--- src/rtl/z80_uart_fifo.sv ---
// z80_uart_fifo: Z80 memory-mapped UART with TX/RX FIFOs, optional parity and a status/control register
module z80_uart_fifo #(
    parameter int CLKS_PER_BIT = 87,
    parameter int TX_DEPTH     = 16,
    parameter int RX_DEPTH     = 16,
    parameter int PARITY_EN    = 0,
    parameter int PARITY_ODD   = 0
) (
    input  logic       clk,
    input  logic       rst_n,
    input  logic       i_ena,
    input  logic       i_addr,
    input  logic       i_rdn,
    input  logic       i_wrn,
    input  logic [7:0] i_dmaster,
    output logic [7:0] o_dslave,
    output logic       o_mwait,
    input  logic       i_rx,
    output logic       o_tx,
    output logic       o_irq
);
    localparam int TA = $clog2(TX_DEPTH);
    localparam int RA = $clog2(RX_DEPTH);
    localparam int CW = $clog2(CLKS_PER_BIT);
    localparam logic [CW-1:0] LAST = CW'(CLKS_PER_BIT - 1);
    localparam logic [CW-1:0] HALF = CW'((CLKS_PER_BIT - 1) / 2);

    typedef enum logic [2:0] {S_IDLE, S_START, S_DATA, S_PAR, S_STOP} state_t;

    logic [7:0]    r_tx_mem [TX_DEPTH];
    logic [TA-1:0] r_tx_wp, r_tx_rp;
    logic [TA:0]   r_txf_cnt;
    logic [7:0]    r_rx_mem [RX_DEPTH];
    logic [RA-1:0] r_rx_wp, r_rx_rp;
    logic [RA:0]   r_rxf_cnt;

    logic          r_done, r_ie_rx, r_ie_tx, r_ovr, r_frm_err, r_par_err;
    logic [7:0]    r_latch;

    state_t        r_tx_st, r_rx_st;
    logic [CW-1:0] r_tx_clk, r_rx_clk;
    logic [2:0]    r_tx_bit, r_rx_bit;
    logic [7:0]    r_tx_sh, r_rx_sh;
    logic          r_tx_par, r_rx_pb, r_rx_s1, r_rx_s2;

    logic       w_rd, w_wr, w_stall, w_acc, w_st_wr;
    logic       w_tx_empty, w_tx_full, w_rx_empty, w_rx_full, w_tx_idle;
    logic       w_tx_push, w_tx_pop, w_rx_push, w_rx_pop;
    logic       w_tx_last, w_rx_last, w_rx_done, w_ovr_set, w_frm_set, w_par_set;
    logic [7:0] w_status, w_rd_val;

    assign w_tx_empty = r_txf_cnt == '0;
    assign w_tx_full  = r_txf_cnt == (TA+1)'(TX_DEPTH);
    assign w_rx_empty = r_rxf_cnt == '0;
    assign w_rx_full  = r_rxf_cnt == (RA+1)'(RX_DEPTH);
    assign w_tx_idle  = w_tx_empty & (r_tx_st == S_IDLE);

    // One access per strobe: r_done blocks repeats until ena drops or the strobe rises
    assign w_rd    = i_ena & ~i_rdn;
    assign w_wr    = i_ena & ~i_wrn;
    assign w_stall = ~r_done & ~i_addr & ((w_rd & w_rx_empty) | (w_wr & w_tx_full));
    assign w_acc   = (w_rd | w_wr) & ~r_done & ~w_stall;
    assign w_st_wr  = w_acc & w_wr & i_addr;
    assign w_tx_push = w_acc & w_wr & ~i_addr;
    assign w_rx_pop  = w_acc & w_rd & ~i_addr;

    assign w_status = {r_ie_tx, r_ie_rx, w_tx_idle, r_par_err, r_frm_err, r_ovr, ~w_tx_full, ~w_rx_empty};
    assign w_rd_val = i_addr ? w_status : r_rx_mem[r_rx_rp];
    assign o_dslave = r_done ? r_latch : (w_rd ? w_rd_val : 8'h00);
    assign o_mwait  = ~w_stall;
    assign o_irq    = (r_ie_rx & ~w_rx_empty) | (r_ie_tx & w_tx_empty);

    // A CPU pop in the same cycle frees the slot, so a push into a full FIFO still lands
    assign w_rx_last = r_rx_clk == LAST;
    assign w_rx_done = (r_rx_st == S_STOP) & w_rx_last;
    assign w_rx_push = w_rx_done & (~w_rx_full | w_rx_pop);
    assign w_ovr_set = w_rx_done & w_rx_full & ~w_rx_pop;
    assign w_frm_set = w_rx_done & ~r_rx_s2;
    assign w_par_set = w_rx_done & (PARITY_EN != 0) & (r_rx_pb ^ (^r_rx_sh) ^ 1'(PARITY_ODD));

    assign w_tx_last = r_tx_clk == LAST;
    assign w_tx_pop  = ~w_tx_empty & ((r_tx_st == S_IDLE) | ((r_tx_st == S_STOP) & w_tx_last));

    always_ff @(posedge clk) begin
        if (!rst_n) begin
            r_done    <= 1'b0;
            r_latch   <= 8'h00;
            r_ie_rx   <= 1'b0;
            r_ie_tx   <= 1'b0;
            r_ovr     <= 1'b0;
            r_frm_err <= 1'b0;
            r_par_err <= 1'b0;
        end else begin
            r_done    <= (w_rd | w_wr) & (r_done | w_acc);
            if (w_acc) r_latch <= w_rd ? w_rd_val : 8'h00;
            if (w_st_wr) {r_ie_tx, r_ie_rx} <= i_dmaster[7:6];
            r_ovr     <= w_ovr_set | (r_ovr & ~(w_st_wr & i_dmaster[2]));
            r_frm_err <= w_frm_set | (r_frm_err & ~(w_st_wr & i_dmaster[3]));
            r_par_err <= w_par_set | (r_par_err & ~(w_st_wr & i_dmaster[4]));
        end
    end

    always_ff @(posedge clk) begin
        if (w_tx_push) r_tx_mem[r_tx_wp] <= i_dmaster;
        if (w_rx_push) r_rx_mem[r_rx_wp] <= r_rx_sh;
    end

    always_ff @(posedge clk) begin
        if (!rst_n) begin
            r_tx_wp   <= '0;
            r_tx_rp   <= '0;
            r_txf_cnt <= '0;
            r_rx_wp   <= '0;
            r_rx_rp   <= '0;
            r_rxf_cnt <= '0;
        end else begin
            r_tx_wp   <= w_tx_push ? r_tx_wp + TA'(1) : r_tx_wp;
            r_tx_rp   <= w_tx_pop ? r_tx_rp + TA'(1) : r_tx_rp;
            r_txf_cnt <= r_txf_cnt + (TA+1)'(w_tx_push) - (TA+1)'(w_tx_pop);
            r_rx_wp   <= w_rx_push ? r_rx_wp + RA'(1) : r_rx_wp;
            r_rx_rp   <= w_rx_pop ? r_rx_rp + RA'(1) : r_rx_rp;
            r_rxf_cnt <= r_rxf_cnt + (RA+1)'(w_rx_push) - (RA+1)'(w_rx_pop);
        end
    end

    always_ff @(posedge clk) begin
        if (!rst_n) begin
            r_tx_st  <= S_IDLE;
            o_tx     <= 1'b1;
            r_tx_clk <= '0;
            r_tx_bit <= '0;
            r_tx_sh  <= 8'h00;
            r_tx_par <= 1'b0;
        end else if (w_tx_pop) begin
            r_tx_st  <= S_START;
            o_tx     <= 1'b0;
            r_tx_clk <= '0;
            r_tx_bit <= '0;
            r_tx_sh  <= r_tx_mem[r_tx_rp];
            r_tx_par <= (^r_tx_mem[r_tx_rp]) ^ 1'(PARITY_ODD);
        end else begin
            r_tx_clk <= w_tx_last ? '0 : r_tx_clk + CW'(1);
            if (w_tx_last) begin
                case (r_tx_st)
                    S_START: begin
                        r_tx_st <= S_DATA;
                        o_tx    <= r_tx_sh[0];
                    end
                    S_DATA: begin
                        r_tx_bit <= r_tx_bit + 3'd1;
                        r_tx_sh  <= r_tx_sh >> 1;
                        o_tx     <= (r_tx_bit == 3'd7) ? ((PARITY_EN != 0) ? r_tx_par : 1'b1) : r_tx_sh[1];
                        if (r_tx_bit == 3'd7) r_tx_st <= (PARITY_EN != 0) ? S_PAR : S_STOP;
                    end
                    S_PAR: begin
                        r_tx_st <= S_STOP;
                        o_tx    <= 1'b1;
                    end
                    S_STOP: r_tx_st <= S_IDLE;
                    default: ;
                endcase
            end
        end
    end

    always_ff @(posedge clk) begin
        if (!rst_n) begin
            r_rx_s1 <= 1'b1;
            r_rx_s2 <= 1'b1;
        end else begin
            r_rx_s1 <= i_rx;
            r_rx_s2 <= r_rx_s1;
        end
    end

    // START re-checks the line mid-bit; later samples are spaced one bit apart from there
    always_ff @(posedge clk) begin
        if (!rst_n) begin
            r_rx_st  <= S_IDLE;
            r_rx_clk <= '0;
            r_rx_bit <= '0;
            r_rx_sh  <= 8'h00;
            r_rx_pb  <= 1'b0;
        end else begin
            case (r_rx_st)
                S_IDLE: begin
                    r_rx_clk <= '0;
                    if (!r_rx_s2) r_rx_st <= S_START;
                end
                S_START: begin
                    r_rx_clk <= (r_rx_clk == HALF) ? '0 : r_rx_clk + CW'(1);
                    r_rx_bit <= '0;
                    if (r_rx_clk == HALF) r_rx_st <= r_rx_s2 ? S_IDLE : S_DATA;
                end
                S_DATA: begin
                    r_rx_clk <= w_rx_last ? '0 : r_rx_clk + CW'(1);
                    if (w_rx_last) begin
                        r_rx_sh  <= {r_rx_s2, r_rx_sh[7:1]};
                        r_rx_bit <= r_rx_bit + 3'd1;
                        if (r_rx_bit == 3'd7) r_rx_st <= (PARITY_EN != 0) ? S_PAR : S_STOP;
                    end
                end
                S_PAR: begin
                    r_rx_clk <= w_rx_last ? '0 : r_rx_clk + CW'(1);
                    if (w_rx_last) begin
                        r_rx_pb <= r_rx_s2;
                        r_rx_st <= S_STOP;
                    end
                end
                default: begin
                    r_rx_clk <= w_rx_last ? '0 : r_rx_clk + CW'(1);
                    if (w_rx_last) r_rx_st <= S_IDLE;
                end
            endcase
        end
    end
endmodule

--- config.mk ---
export PLATFORM = sky130hd
export DESIGN_NAME = z80_uart_fifo
export DESIGN_NICKNAME = d
export VERILOG_FILES = /design/src/rtl/z80_uart_fifo.sv
export SDC_FILE = /design/constraint.sdc
export NUM_CORES = 1
export LEC_CHECK = 0
export BUFFER_PORTS_ARGS = -buffer_cell sky130_fd_sc_hd__buf_2
export CAP_MARGIN = 0
export CELL_PAD_IN_SITES_DETAIL_PLACEMENT = 0
export CELL_PAD_IN_SITES_GLOBAL_PLACEMENT = 1
export CORE_MARGIN = 4
export CORE_UTILIZATION = 48
export CTS_CLUSTER_DIAMETER = 150
export DETAILED_ROUTE_END_ITERATION = 10
export MAX_ROUTING_LAYER = met4
export PLACE_DENSITY = 0.83
export REMOVE_ABC_BUFFERS = 1
export SYNTH_ARGS = -nofsm -noshare
export SYNTH_HDL_FRONTEND = slang
export SYNTH_SLANG_ARGS = --single-unit
--- constraint.sdc ---
create_clock -name clk -period 3.2 [get_ports clk]
set_input_delay 0.64 -clock clk [delete_from_list [all_inputs] [get_ports clk]]
set_output_delay 0.64 -clock clk [all_outputs]
set_load 0.1 [all_outputs]
==> flow_summary.toml <==
[worst_setup_path]
crit_arrival_ns = 2.60
path_max_fanout = 6
critPathKind = "reg -> out"
cp-end-kind = "output pin"
startpoint_type = "register"
required_ns = 2.56

[grt]
grt_remaining_overflow = 0
grt_pass1_wl_mm = 46.3
grt.total_usage_pct = 18.5
grt_max_degree = 36
antenna_found_initial = 1
grt_pass1_vias = 8143

[sta]
final.setup.tns_ns = -0.138
timing.final.max_slew_violations = 0
worst_pin_slew_ns = 0.764
period_minus_slack_ns = 3.24
timing.fmax_ghz = 0.309
relSlewSlack_pct = 48.9
finalClockSkew_ns = 0.0310
finalSetupViolCount = 5
setup_ws_ns = -0.0402
rsz0062_at_grt = "true"
period_share_pct = 101
hold_viol = 0

[cts]
ctsHoldBuffers = 0
root_buffer = "clkbuf_16"
clock_latency_ns = 0.53
ctsHtreeMaxLevel = 2
cts_tree = "built"
clk_pin_slew_ns = 0.06
cts_buffers = 38
cts_sinks = 349
cts_max_path_buffers = 3

[finish]
fillCellCount = 2227
syn_to_final_growth_pct = 17.7
stdcell_count = 1457
final_layout_size_suffix_gt1_share_pct = 23.0
num-nets-final = 1089

[route]
routedWlPerCell_um = 20.1
final_antenna_net_count = 0
remaining_drc_errors = 0
viasPerCell = 5.62
vias = 8182
drt_wl_total_mm = 29.3
first_iter_violations = 749
detailedRoute.firstPassIterationCount = 5

[die]
die_area_sq_um = 32500
die_x_um = 180
rows = 62
ioPinCount = 26
core_sq_um = 29000
die_height_um = 180
start_util_pct = 49.1

[power]
p_leak_nw = 5.65
ir_drop_v = 0.000555
cellPowerDensity_nw_per_um2 = 669

[synth]
synth-seq-area-share_pct = 67.1
synth_cells = 948
synth.distinct_cells = 65
syn_area_sq_um = 14200
syn_avg_cell_area_sq_um = 15.0
ys_warn_count = 0
ys_seq_elements = 349
ys_async_sr_fraction_pct = 0
synth_flop_cell = "edfxtp_1"
synth-edff-count = 256

[run]
maxCapViolCount = 0

[worst_hold_path]
hold_path_class = "in -> reg"

[placement]
dp_hpwl_mm = 18.9
place_congestion = 0.779
io_buffers = 25
place_inst = 1375

[status]
violations = "negative setup slack"
outcome = "finished, violations left"
[critical path, stage by stage, from the launching register on]
cell	delay, ns
dfxtp_4	0.40
buf_12	0.15
mux4_2	0.53
a22o_1	0.26
a31oi_2	0.20
nand2_1	0.08
a22o_1	0.27
buf_12	0.19
[sequential cells by signal (all words and copies together) (netlist names), 4 cells and up, named ones only]
| register | count |
|---|---|
| r_rx_sh | 8 |
| r_rxf_cnt | 5 |
| r_tx_wp | 4 |
| r_txf_cnt | 5 |
| r_tx_rp | 4 |
| r_tx_clk | 7 |
| r_rx_clk | 7 |
| r_tx_mem | 128 |
| r_rx_wp | 4 |
| r_rx_rp | 4 |
| r_tx_sh | 8 |
| r_rx_mem | 128 |
| r_latch | 8 |
[stage by stage]
stage                     total power, mW  setup slack [ns]  util (%)  instance area [sq um]  hold slack [ns]
after CTS                            11.3           -0.0943      57.6                  16700            0.304
after global placement               6.91            0.0761      52.5                  15200            0.390
final                                11.2           -0.0402      57.8                  16800            0.317
after floorplan                      6.42             -1.62         -                  14000            0.386
after global routing                 11.7            -0.192      57.8                  16800            0.311
after detailed placement             6.94            0.0471      52.5                  15200            0.398
[cells in the final DEF, fill, tap and decap left out, types with 4 or more instances in the layout]
master,count
buf_12,10
or3_1,5
o21ai_1,6
nor2_1,91
nand4_1,6
a21o_1,4
a22o_1,16
nor3b_1,4
nand2_2,4
o221ai_1,5
nand2_1,63
o21ai_0,5
ha_1,29
o211ai_1,6
nor2b_1,5
dfxtp_2,4
buf_4,66
a21oi_1,37
nor3_1,10
nand3_1,13
inv_1,27
mux2i_1,41
clkinvlp_4,4
xor2_1,12
a221oi_1,16
xnor2_1,14
and2_1,4
buf_2,17
a22oi_1,12
mux4_2,51
nand2b_1,10
nand3b_1,4
edfxtp_1,256
clkbuf_16,39
clkbuf_8,4
dfxtp_1,87
clkbuf_1,13
and4bb_2,4
[Yosys cell counts (all sizes together) (11+ instances only)]
| cell | n | share of area (%) |
|---|---|---|
| inv | 31 | 0.83 |
| a21oi | 38 | 1.4 |
| mux4 | 51 | 8.1 |
| nand3 | 14 | 0.53 |
| nand2 | 67 | 1.8 |
| buf | 25 | 1.1 |
| nor2 | 92 | 2.4 |
| edfxtp | 256 | 54 |
| a22o | 19 | 1.2 |
| mux2i | 41 | 2.9 |
| ha | 30 | 2.6 |
| a221oi | 16 | 0.98 |
| nor3 | 11 | 0.42 |
| clkbuf | 17 | 0.45 |
| o21ai | 11 | 0.39 |
| a22oi | 12 | 0.63 |
| xor2 | 12 | 0.74 |
| dfxtp | 93 | 13 |
| xnor2 | 14 | 0.86 |
[final timing paths]
| kind | end | start | cells after the start | slack (ns) |
|---|---|---|---|---|
| max reg2reg | r_rxf_cnt[4] | r_rxf_cnt[3] | 14 | 0.28 |
| min reg2reg | r_rx_s2 | r_rx_s1 | 1 | 0.41 |
| max | o_dslave[2] | register | 7 | -0.04 |
| min | r_rx_s1 | i_rx | 2 | 0.32 |
[timing repair]
action	4_1_cts	5_1_grt
endpoints found under the setup margin	8	8
gates cloned	2	0
gates resized for setup	27	12
pin swaps	11	2
endpoints found under the hold margin	0	0
buffers inserted	7	2
[power by group]
part / internal [mW] / switching, mW
clock: 2.61 / 1.71
sequential: 4.97 / 0.155
combinational: 0.815 / 0.951
[final cells by class]
type	count	area, sq um	area share (%)
repair buffers	96	852	5.08
inverters	31	119	0.709
clock buffers	56	1080	6.44
diodes	1	2.50	0.0149
well taps	384	480	2.87
multi-input cells	526	4480	26.7
flip-flops and latches	349	9560	57.1
clock inverters	14	183	1.09
[metal layers]
layer / vias up / GRT usage (%) / share of wire, %
met5: - / - / 0
met4: 0 / 4.78 / 2.4
met3: 64 / 3.17 / 6.6
met2: 257 / 30.1 / 50
met1: 4040 / 24.5 / 41
li1: 3821 / - / -
[logic make-up after synthesis]
kind of cell               count (synthesis)  synth area share (%)
muxes                                     92                  10.9
buffers and inverters                     73                  2.40
xor gates and xnor gates                  26                  1.60
adders and majority gates                 32                  2.92
DFF                                      349                  67.1
AOI/OAI and AO/OA                        132                  6.56
and+or+nand+nor                          244                  8.51
No activity file was read; power rests on OpenSTA's default activity.
